## src/rtl/wishbone_host_master.sv

```systemverilog
// Host-command to Wishbone classic master: single writes, read bursts, per-beat timeout,
// and autonomous interrupt-word fetch on a rising edge of the interconnect interrupt.
module wishbone_host_master #(
    parameter int          TIMEOUT  = 1000,
    parameter logic [31:0] INT_ADDR = 32'hFF000000
) (
    input  logic        clk,
    input  logic        rst,
    input  logic        cmd_valid,
    output logic        cmd_ready,
    input  logic        cmd_write,
    input  logic [31:0] cmd_addr,
    input  logic [31:0] cmd_data,
    input  logic [7:0]  cmd_count,
    output logic        rsp_valid,
    input  logic        rsp_ready,
    output logic [31:0] rsp_data,
    output logic [1:0]  rsp_status,
    output logic        rsp_last,
    output logic        wb_we_o,
    output logic        wb_cyc_o,
    output logic        wb_stb_o,
    output logic [3:0]  wb_sel_o,
    output logic [31:0] wb_adr_o,
    output logic [31:0] wb_dat_o,
    input  logic [31:0] wb_dat_i,
    input  logic        wb_ack_i,
    input  logic        wb_int_i
);

    typedef enum logic [1:0] {IDLE, BUS, RESP} state_e;

    localparam logic [15:0] TMO_LAST = 16'(TIMEOUT - 1);

    state_e      state_q, state_d;
    logic        int_q, int_d;
    logic        int_pending_q, int_pending_d;
    logic        we_q, we_d;
    logic [31:0] addr_q, addr_d;
    logic [31:0] wdata_q, wdata_d;
    logic [7:0]  remaining_q, remaining_d;
    logic        is_int_q, is_int_d;
    logic [15:0] timer_q, timer_d;
    logic [31:0] rsp_data_q, rsp_data_d;
    logic        timeout_q, timeout_d;

    logic        int_edge;
    logic        launch_int;

    // NOTE: reset is synchronous, so it lives inside the clocked branch rather than the sensitivity list.
    always_ff @(posedge clk) begin
        if (rst) begin
            state_q       <= IDLE;
            int_q         <= 1'b0;
            int_pending_q <= 1'b0;
            we_q          <= 1'b0;
            addr_q        <= '0;
            wdata_q       <= '0;
            remaining_q   <= '0;
            is_int_q      <= 1'b0;
            timer_q       <= '0;
            rsp_data_q    <= '0;
            timeout_q     <= 1'b0;
        end else begin
            // NOTE: non-blocking assignments so every flop samples the pre-edge values.
            state_q       <= state_d;
            int_q         <= int_d;
            int_pending_q <= int_pending_d;
            we_q          <= we_d;
            addr_q        <= addr_d;
            wdata_q       <= wdata_d;
            remaining_q   <= remaining_d;
            is_int_q      <= is_int_d;
            timer_q       <= timer_d;
            rsp_data_q    <= rsp_data_d;
            timeout_q     <= timeout_d;
        end
    end

    always_comb begin
        // NOTE: every variable gets a default first so no path can infer a latch.
        state_d       = state_q;
        we_d          = we_q;
        addr_d        = addr_q;
        wdata_d       = wdata_q;
        remaining_d   = remaining_q;
        is_int_d      = is_int_q;
        timer_d       = timer_q;
        rsp_data_d    = rsp_data_q;
        timeout_d     = timeout_q;

        int_d         = wb_int_i;
        int_edge      = wb_int_i & ~int_q;
        launch_int    = (state_q == IDLE) & int_pending_q;
        // A new edge arriving in the launch cycle must survive the clear.
        int_pending_d = int_edge | (int_pending_q & ~launch_int);

        unique case (state_q)
            IDLE: begin
                if (int_pending_q) begin
                    state_d     = BUS;
                    we_d        = 1'b0;
                    addr_d      = INT_ADDR;
                    wdata_d     = '0;
                    remaining_d = '0;
                    is_int_d    = 1'b1;
                    timer_d     = '0;
                end else if (cmd_valid) begin
                    state_d     = BUS;
                    we_d        = cmd_write;
                    addr_d      = cmd_addr;
                    wdata_d     = cmd_write ? cmd_data : 32'h0;
                    remaining_d = cmd_write ? 8'h00 : cmd_count;
                    is_int_d    = 1'b0;
                    timer_d     = '0;
                end
            end
            BUS: begin
                if (wb_ack_i) begin
                    state_d    = RESP;
                    rsp_data_d = we_q ? 32'h0 : wb_dat_i;
                    timeout_d  = 1'b0;
                end else if (timer_q == TMO_LAST) begin
                    state_d     = RESP;
                    rsp_data_d  = '0;
                    timeout_d   = 1'b1;
                    remaining_d = '0;
                end else begin
                    timer_d = timer_q + 16'd1;
                end
            end
            RESP: begin
                if (rsp_ready) begin
                    if (remaining_q != 8'h00) begin
                        state_d     = BUS;
                        addr_d      = addr_q + 32'd1;
                        remaining_d = remaining_q - 8'd1;
                        timer_d     = '0;
                    end else begin
                        state_d = IDLE;
                    end
                end
            end
            default: state_d = IDLE;
        endcase
    end

    always_comb begin
        cmd_ready  = (state_q == IDLE) & ~int_pending_q & ~rst;
        wb_cyc_o   = (state_q == BUS);
        wb_stb_o   = (state_q == BUS);
        wb_sel_o   = (state_q == BUS) ? 4'hF : 4'h0;
        wb_we_o    = (state_q == BUS) & we_q;
        wb_adr_o   = (state_q == BUS) ? addr_q : 32'h0;
        wb_dat_o   = (state_q == BUS) ? wdata_q : 32'h0;
        rsp_valid  = (state_q == RESP);
        rsp_data   = (state_q == RESP) ? rsp_data_q : 32'h0;
        rsp_status = (state_q == RESP) ? {is_int_q, timeout_q} : 2'b00;
        rsp_last   = (state_q == RESP) & (remaining_q == 8'h00);
    end

endmodule

```

## config.mk

```make
export PLATFORM = sky130hd
export DESIGN_NAME = wishbone_host_master
export DESIGN_NICKNAME = d
export VERILOG_FILES = /design/src/rtl/wishbone_host_master.sv
export SDC_FILE = /design/constraint.sdc
export NUM_CORES = 1
export LEC_CHECK = 0
export CAP_MARGIN = 15
export CORE_MARGIN = 2
export CORE_UTILIZATION = 35
export DETAILED_ROUTE_END_ITERATION = 10
export PLACE_DENSITY_LB_ADDON = 0.12
export SYNTH_ARGS = -nofsm -noshare
export SYNTH_HDL_FRONTEND = slang
export SYNTH_SLANG_ARGS = --single-unit
```

## constraint.sdc

```tcl
create_clock -name clk -period 6.1 [get_ports clk]
set_clock_uncertainty 0.15 [all_clocks]
set_input_delay 1.22 -clock clk [delete_from_list [all_inputs] [get_ports clk]]
set_output_delay 1.22 -clock clk [all_outputs]
set_load 0.02 [all_outputs]
```

==> metrics.txt <==
status=finished, final reports clean; P_leak=3.39 nW; Residual DRC=0; final worst-path cycle share=70.7%; hold crit path type=reg2reg; max-slew violation count=0; row count=50; CTS tree=yes; Yosys cell types=64; Synth Area in XOR/XNOR=1.31%; number of synthesized flops with an enable pin=0; first-pass GRT wire length=34900 µm; CTS Buf Count=17; final wirelength=21700 µm; RSZ-0062 raised after global routing=false; Setup crit start kind=register; grt total ovfl=0; fraction of layout cells with a size suffix above 1=7.06%; DR vias=6778; Synth Warn #=0; # IOs=219; Synth Area in Compound Gates=21.2%; MaxCap Viol Count=0; final core occ=51.1%; Worst IR Drop VDD=0.219 mV; CP endpoint kind=output port; CP Data Arrival Time=2.94 ns; worst slew pin tran=1.04 ns; setup TNS=0 ns; number of post-CTS setup repair buffers=0; GP Congestion=0.827; adder-cell area share of the yosys netlist=1.50%; maximum clock path buffer count=2; Avg Inst Size Synth=7.95 µm²; hpwl dp=14500 µm; Cell Pwr Density=388 nW/µm²; clk_lat worst skew=0.42 ns; largest net degree at the start of global routing=71; Synth Instances=839; Fin. Hold Viols=0; CTS Sinks=127; vias in the first global route=6625; R2R Setup Slk=2.55 ns; Total Routing Usage GR=21.6%; post-route antenna net violation count=0; die span in y=142 µm; 1st-iter DRT viols=476; I/O Buffers=218; critical path fanouts, max=14; CTS Hold Bufs=0; clk slew on worst S/H paths=0.06 ns; sequential fraction of the synthesis area=38.1%; H-tree lvl count=4; Layout area overhead=43.3%; Post-Syn Nets=958; Async SR Flop Fraction=0%; CTS root buffer=clkbuf_16; Die Wd=142 µm; Hold WS=0.336 ns; Synth Area in Simple Gates=31.5%; post-synthesis mux area share=0.937%; Crit Path Class=reg2out; Crit path required time=4.73 ns; # resized after CTS=0; NumNets Final=1140; relative slew slack=30.3%; Pre-Repair DR Iteration Count=8; Post-Syn Area=6670 µm²; Fmax=232 MHz; vias per inst=5.34; Main synth FF type=dfxtp_1; initial antenna violation count=1; Seq cells post-synth=127; Core Footprint=18700 µm²; die area=20200 µm²; fin crit period=4.31 ns; DR WL/cell=17.1 µm; Initial Util=35.7%; largest family of logic cells by synthesized area=simple AND/OR/NAND/NOR gates; Final setup viols=0
[layer usage]
layer  vias to the layer above  wire length, µm  GRT usage (%)
met4                         0              219           5.11
met2                       262             9840           33.9
met5                         -                0              0
met1                      3117             9610           27.7
met3                        21             2050           8.68
li1                       3378                -              -
[cells by family after synthesis]
| logic type | Yosys count |
|---|---|
| simple gates | 395 |
| compound gates | 205 |
| flops | 127 |
| buf+inv | 88 |
| xor+xnor | 10 |
| fa+ha+maj | 8 |
| mux | 6 |
[where the power goes]
group          switching, W  internal (W)  total, W
sequential         0.000174      0.000997   0.00117
combinational      0.000938      0.000588   0.00153
clock              0.000429      0.000587   0.00102
[flip-flops by register name (all words and copies together), names as in the netlist]
signal         count
timeout_q          1
we_q               1
timer_q           16
int_pending_q      1
rsp_data_q        32
int_q              1
wdata_q           32
remaining_q        8
is_int_q           1
state_q            2
addr_q            32
[cells in the final DEF, fill, tap and decap left out, drive strengths merged, types with 26 or more instances in the layout]
cell	netlist	layout
a22oi	68	68
nor2	119	119
clkdlybuf4s50	0	217
o21ai	26	26
dfxtp	127	127
nand2	51	51
and2	99	99
inv	20	29
nand3	27	27
a21oi	40	40
[cells in the mapped netlist (3+ instances only)]
master | count | area, µm²
a211oi_1 | 11 | 82.6
a21oi_1 | 40 | 200
a221oi_1 | 9 | 78.8
a22oi_1 | 68 | 510
a311oi_1 | 6 | 52.6
a31oi_1 | 10 | 62.6
a32o_1 | 3 | 30.0
and2_1 | 98 | 613
and3_1 | 11 | 68.8
buf_1 | 3 | 11.3
buf_2 | 5 | 25.0
buf_4 | 5 | 37.5
clkbuf_1 | 52 | 195
dfxtp_1 | 127 | 2540
ha_1 | 8 | 100
inv_1 | 19 | 71.3
mux2i_1 | 4 | 40.0
nand2_1 | 51 | 191
nand2b_1 | 3 | 18.8
nand3_1 | 27 | 135
nand4_1 | 14 | 87.6
nor2_1 | 119 | 447
nor3_1 | 19 | 95.1
nor3b_1 | 3 | 22.5
nor4_1 | 12 | 75.1
nor4_2 | 4 | 50.1
o211ai_1 | 3 | 22.5
o21ai_0 | 23 | 115
o21ai_1 | 3 | 15.0
o31ai_1 | 14 | 105
or2_2 | 5 | 31.3
or3_1 | 4 | 25.0
or4_1 | 8 | 60.1
xnor2_1 | 8 | 70.1
[stage by stage]
stage	std cells	setup WS (ns)	cell area (µm²)	total power [W]
finish	1269	1.79	9560	0.00371
global route	1269	1.61	9560	0.00397
CTS	1268	1.80	9560	0.00374
detailed placement	1236	2.16	8970	0.00271
global placement	1236	2.21	8970	0.00270
floorplan	839	2.67	6670	0.00219
[path summary, 6_finish.rpt]
kind	start	to	depth (start not counted)
worst max-delay path	remaining_q[0]$_SDFFE_PP0P_	rsp_last	6
worst min register to register	rsp_data_q[8]$_SDFFE_PP0P_	rsp_data_q[8]$_SDFFE_PP0P_	2
worst min-delay path	rsp_data_q[8]$_SDFFE_PP0P_	rsp_data_q[8]$_SDFFE_PP0P_	2
worst max register to register	state_q[0]$_SDFFE_PP0P_	addr_q[30]$_SDFFE_PP0P_	8
[area by class of cell]
cell class	count	area (µm²)
Fill cell	1819	9140
Antenna cell	1	2.50
Inverter	22	82.6
Multi-Input combinational cell	624	3790
Clock inverter	14	145
Sequential cell	127	2540
Timing Repair Buffer	229	2260
Tap cell	234	293
Clock buffer	18	439
[worst max-delay path, stage by stage (launching register included)]
cell             delay [ns]
dfxtp_1                0.33
inv_1                  0.08
ha_1                   0.20
nor3b_1                0.45
nand3_1                0.42
inv_2                  0.37
clkdlybuf4s50_1        0.66
(Power assumes the default switching activity.)
